[config.mk]
export PLATFORM = sky130hd
export DESIGN_NAME = coherence_bus_ctrl
export DESIGN_NICKNAME = d
export VERILOG_FILES = /design/src/rtl/coherence_bus_ctrl.sv
export SDC_FILE = /design/constraint.sdc
export NUM_CORES = 1
export LEC_CHECK = 0
export ABC_AREA = 1
export ABC_CLOCK_PERIOD_IN_PS = 3200
export BUFFER_PORTS_ARGS = -buffer_cell sky130_fd_sc_hd__buf_2
export CORE_AREA = 8 8 68 99
export DETAILED_ROUTE_END_ITERATION = 7
export DIE_AREA = 0 0 76 107
export GPL_ROUTABILITY_DRIVEN = 0
export GPL_TIMING_DRIVEN = 0
export HOLD_SLACK_MARGIN = 0.1
export PLACE_DENSITY = 0.93
export SLEW_MARGIN = 10
export SYNTH_ARGS = -nofsm -noshare
export SYNTH_HDL_FRONTEND = slang
export SYNTH_SLANG_ARGS = --single-unit
[constraint.sdc]
create_clock -name clk -period 3.2 [get_ports clk]
set_input_delay 0 -clock clk [delete_from_list [all_inputs] [get_ports clk]]
set_output_delay 0 -clock clk [all_outputs]
set_load 0.05 [all_outputs]
[src/rtl/coherence_bus_ctrl.sv]
// Snoop-bus arbiter/responder for two MSI data caches.
// Grants one CPU at a time, probes the peer cache and forwards its data.
module coherence_bus_ctrl #(
  parameter int ADDR_W    = 13,
  parameter int DATA_W    = 16,
  parameter int SNOOP_LAT = 1
) (
  input  logic              clk,
  input  logic              rst_n,
  input  logic [1:0]        read_miss,
  input  logic [1:0]        write_miss,
  input  logic [1:0]        invalidate,
  input  logic [1:0]        mem_req,
  input  logic [ADDR_W-1:0] BICO0,
  input  logic [ADDR_W-1:0] BICO1,
  input  logic [1:0]        cpu_search_found,
  input  logic [DATA_W-1:0] send_other_proc_data0,
  input  logic [DATA_W-1:0] send_other_proc_data1,
  output logic [1:0]        grant,
  output logic [1:0]        cpu_search,
  output logic [ADDR_W-1:0] BOCI0,
  output logic [ADDR_W-1:0] BOCI1,
  output logic [1:0]        invalidate_from_other_cpu,
  output logic [1:0]        cpu_datasel0,
  output logic [1:0]        cpu_datasel1,
  output logic [DATA_W-1:0] other_proc_data0,
  output logic [DATA_W-1:0] other_proc_data1
);

  localparam int CW = 2;
  localparam logic [CW-1:0] CNT_INIT = CW'(SNOOP_LAT - 1);

  typedef enum logic [2:0] {
    IDLE, SNOOP, RESP, INVAL, HOLD
  } state_t;

  typedef enum logic [1:0] {
    K_INV, K_WM, K_RM, K_MEM
  } kind_t;

  state_t            state_q, state_d;
  kind_t             kind_q, win_kind;
  logic              owner_q, rr_ptr;
  logic              win, accept, other;
  logic [1:0]        pend;
  logic [ADDR_W-1:0] addr_q, win_addr;
  logic              found_q;
  logic [DATA_W-1:0] data_q;
  logic [CW-1:0]     cnt_q;

  logic [ADDR_W-1:0] boci [2];
  logic [1:0]        dsel [2];
  logic [DATA_W-1:0] opd  [2];

  assign pend   = read_miss | write_miss | invalidate | mem_req;
  assign accept = |pend;
  assign other  = ~owner_q;

  always_comb begin
    win = rr_ptr;
    if (pend == 2'b01)
      win = 1'b0;
    else if (pend == 2'b10)
      win = 1'b1;
    win_addr = win ? BICO1 : BICO0;
    if (invalidate[win])
      win_kind = K_INV;
    else if (write_miss[win])
      win_kind = K_WM;
    else if (read_miss[win])
      win_kind = K_RM;
    else
      win_kind = K_MEM;
  end

  always_ff @(posedge clk or negedge rst_n) begin
    if (!rst_n) begin
      state_q <= IDLE;
      kind_q  <= K_INV;
      owner_q <= 1'b0;
      rr_ptr  <= 1'b0;
      addr_q  <= '0;
      found_q <= 1'b0;
      data_q  <= '0;
      cnt_q   <= '0;
    end else begin
      state_q <= state_d;
      if (state_q == IDLE && accept) begin
        owner_q <= win;
        kind_q  <= win_kind;
        addr_q  <= win_addr;
        rr_ptr  <= ~win;
        cnt_q   <= CNT_INIT;
      end
      if (state_q == SNOOP) begin
        if (cnt_q == '0) begin
          found_q <= cpu_search_found[other];
          data_q  <= other ? send_other_proc_data1
                           : send_other_proc_data0;
        end else begin
          cnt_q <= cnt_q - 1'b1;
        end
      end
    end
  end

  always_comb begin
    state_d = state_q;
    unique case (state_q)
      IDLE: begin
        if (accept) begin
          unique case (win_kind)
            K_INV:       state_d = INVAL;
            K_WM, K_RM:  state_d = SNOOP;
            default:     state_d = HOLD;
          endcase
        end
      end
      SNOOP:  if (cnt_q == '0) state_d = RESP;
      RESP:   state_d = IDLE;
      INVAL:  state_d = IDLE;
      HOLD:   if (!mem_req[owner_q]) state_d = IDLE;
      default: state_d = IDLE;
    endcase
  end

  always_comb begin
    grant                     = '0;
    cpu_search                = '0;
    invalidate_from_other_cpu = '0;
    boci[0] = '0;
    boci[1] = '0;
    dsel[0] = '0;
    dsel[1] = '0;
    opd[0]  = '0;
    opd[1]  = '0;
    unique case (state_q)
      IDLE: begin
        // memory traffic is granted in the accepting cycle
        if (rst_n && accept && win_kind == K_MEM)
          grant[win] = 1'b1;
      end
      SNOOP: begin
        cpu_search[other] = 1'b1;
        boci[other]       = addr_q;
      end
      RESP: begin
        grant[owner_q] = 1'b1;
        if (found_q) begin
          dsel[owner_q] = 2'b01;
          opd[owner_q]  = data_q;
        end
        if (kind_q == K_WM) begin
          invalidate_from_other_cpu[other] = 1'b1;
          boci[other] = addr_q;
        end
      end
      INVAL: begin
        grant[owner_q] = 1'b1;
        invalidate_from_other_cpu[other] = 1'b1;
        boci[other] = addr_q;
      end
      HOLD: grant[owner_q] = mem_req[owner_q];
      default: ;
    endcase
  end

  assign BOCI0            = boci[0];
  assign BOCI1            = boci[1];
  assign cpu_datasel0     = dsel[0];
  assign cpu_datasel1     = dsel[1];
  assign other_proc_data0 = opd[0];
  assign other_proc_data1 = opd[1];

endmodule

==> flow_metrics.tcl <==
set metrics [dict create \
    grt_setup_unrepaired "false" \
    grt_start_max_net_pins 42 \
    finalMaxSlewViolations 0 \
    placed_cells 554 \
    peakVddDrop_uv 692 \
    ys_ff_latch 39 \
    timing.final.ws_setup_ps 1040 \
    hp-class "in2reg" \
    worstMarginPinSlew_ps 894 \
    die_y_um 107 \
    setup-violations-final 0 \
    hold_viol 0 \
    dr_wl_met2_mm 5.20 \
    wl_mm 9.40 \
    worstRegToRegCells 8 \
    cp-start-kind "input pin" \
    cts_resized 0 \
    arrival_ps 2330 \
    dr.pass1.iters 5 \
    ys_warn_count 0 \
    path_clk_slew_ps 80 \
    cp_slowest_stage_delay_ps 570 \
    dr.max_layer_used "met4" \
    cts_buffer_depth 2 \
    grt_antenna_before_repair 0 \
    ff2ff_setup_slack_ps 1070 \
    via_count 3091 \
    std_cell_rows 33 \
    synth_area_mm2 0.00244 \
    final_cells 626 \
    leakage_nw 2.17 \
    synth_area_per_cell_um2 7.00 \
    wl_met3_um 545 \
    synth_area_leaders "dfrtp_1 (40%), nand2_1 (13%), nor2_1 (9.1%)" \
    slowest_stage "dlygate4sd3_1" \
    slew_headroom_pct 40.4 \
    insertion_delay_ps 290 \
    io_buffers 135 \
    fin_worst_skew_ps 5.64 \
    postRouteAntennaNets 0 \
    cts_tree "built" \
    synth_top_cell_area_share_pct 40.1 \
    num_io_pins 138 \
    min_period_ps 2160 \
    drc 0 \
    r2r-start "state_q[0]" \
    viasPerCell 4.94 \
    die_area_mm2 0.00813 \
    min_period_over_period_pct 67.3 \
    hpwl_mm 6.34 \
    drive_gt1_share_pct 31.3 \
    grt_pass1_wl_mm 15.0 \
    cts_buffers 5 \
    crit_required_ps 3370 \
    clock.fmax_mhz 464 \
    rr_endpoint "addr_q[11]" \
    crit_buf_inv 5 \
    p_per_area_mw_per_mm2 1060 \
    grt_overflow_total 0 \
    dp_slack_ps 1430 \
    finish.utilization_pct 74.4 \
    wl_per_cell_um 15.0 \
    status "finished, final reports clean" \
    cp-end-kind "flop" \
    first_iter_violations 177 \
    path_max_fanout 10 \
    crit_chain "dlygate4sd3_1 > buf_2 > nor2_1 > nand2_1 > nand2_1 > nand2_2 > nand2_1 > inv_1 > buf_4 > nand2_1 > o211ai_1 > dlygate4sd3_1" \
    die_w_um 76 \
    cts-root-buf "clkbuf_8" \
    critPathLaunch "mem_req[0]" \
    wl_met1_mm 3.46 \
    tns_ps 0 \
    crit_top_cell "nand2_1" \
    synthCells 348 \
    worstSetupPathType "in2reg" \
    yosysSeqAreaShare_pct 40.1 \
    core_mm2 0.00533 \
    cap_violations 0 \
    htreeDepth 2 \
    fin_nets 625 \
    fin_total_pwr_mw 4.19 \
    grtUsageTotal_pct 22.4 \
    cts_sinks 39 \
    start_util_pct 45.7 \
    synth.distinct_cells 27 \
    yosys.area.top_type "dfrtp_1" \
    grt_pass1_vias 3213 \
    synthToLayoutAreaGrowth_pct 62.6 \
    path_depth 12 \
    critPathCapture "addr_q[11]" \
    path_delay_family "buffers and inverters" \
    antennaDiodeCount 0 \
]
==> power breakdown <==
part | switching (mW) | total (mW) | leakage, nW | internal [mW]
combinational | 1.91 | 2.93 | 1.65 | 1.02
sequential | 0.101 | 0.829 | 0.462 | 0.727
clock | 0.178 | 0.431 | 0.0612 | 0.252
==> cells in the final DEF, fill, tap and decap left out, drive strengths merged <==
master       count
buf            149
nand2           87
dlygate4sd3     64
nor2            64
inv             50
dfrtp           39
nor3            32
a31oi           18
o211ai          14
clkbuf          12
o21ai            8
nand3            6
a21oi            4
nand4            2
conb             2
o21bai           1
o31ai            1
a21boi           1
bufinv           1
clkinv           1
==> cells by family after synthesis <==
logic type,Yosys count,synth area share (%)
AND/OR/NAND/NOR,191,33.6
other,1,0.154
buffers and inverters,70,12.7
flip-flops,39,40.1
AO/OA/AOI/OAI,47,13.5
==> repair_timing <==
item                      in CTS  in global routing
hold buffers                  64                  0
hold endpoints to repair      71                  0
buffers inserted               0                  0
==> layout make-up <==
| type | instances | area, µm² |
|---|---|---|
| Sequential cell | 39 | 976 |
| Timing Repair Buffer | 199 | 1320 |
| Clock inverter | 2 | 35.0 |
| Tap cell | 70 | 87.6 |
| Clock buffer | 6 | 82.6 |
| Multi-Input combinational cell | 240 | 1150 |
| Inverter | 50 | 188 |
| Buffer | 20 | 121 |
| Fill cell | 384 | 1370 |
==> through the flow <==
| stage | cell area, µm² | hold slack [ps] |
|---|---|---|
| 5_1_grt | 3960 | 145 |
| 6_report | 3960 | 139 |
| 3_5_place_dp | 3200 | 173 |
| 4_1_cts | 3960 | 121 |
| 2_1_floorplan | 2440 | -296 |
| 3_3_place_gp | 3200 | 165 |
==> layer usage <==
| metal | track usage [%] | vias up |
|---|---|---|
| met4 | 7.46 | 0 |
| met5 | 0 | - |
| met1 | 21.2 | 1422 |
| met3 | 5.70 | 21 |
| met2 | 44.7 | 128 |
| li1 | - | 1520 |
==> cell usage after synthesis <==
library cell   n
a21boi_0       1
a21oi_1        4
a31oi_1       14
a31oi_2        4
buf_2          7
buf_4          5
buf_6          1
buf_8          1
clkbuf_1       6
conb_1         1
dfrtp_1       39
inv_1         46
inv_2          4
nand2_1       84
nand2_2        3
nand3_1        6
nand4_1        2
nor2_1        59
nor2_2         1
nor2_4         3
nor2_8         1
nor3_1        32
o211ai_1      14
o21ai_0        6
o21ai_1        2
o21bai_2       1
o31ai_1        1
==> sequential cells by signal, summed over array words and instances, names as in the netlist <==
register and flops:
data_q 16, addr_q 13, state_q 3, cnt_q 2
kind_q 2, found_q 1, owner_q 1, rr_ptr 1
==> worst min path at each step <==
stage | start | endpoint | slack [ps] | cells after the start
2_1_floorplan | rst_n | addr_q[0] | -300 | 0
3_3_place_gp | rst_n | data_q[1] | 160 | 1
3_5_place_dp | rst_n | data_q[0] | 170 | 1
4_1_cts | read_miss[1] | state_q[2] | 120 | 4
5_1_grt | read_miss[1] | state_q[2] | 150 | 4
6_report | read_miss[1] | state_q[2] | 140 | 4
==> worst reg2reg max path: cells and delay by family (launching register included) <==
family	cells	cell delay (ps)
AND/OR/NAND/NOR	4	480
AO/OA/AOI/OAI	2	380
flip-flops	1	430
buffers and inverters	2	770
Note: power is estimated with default switching activity, not from simulation.
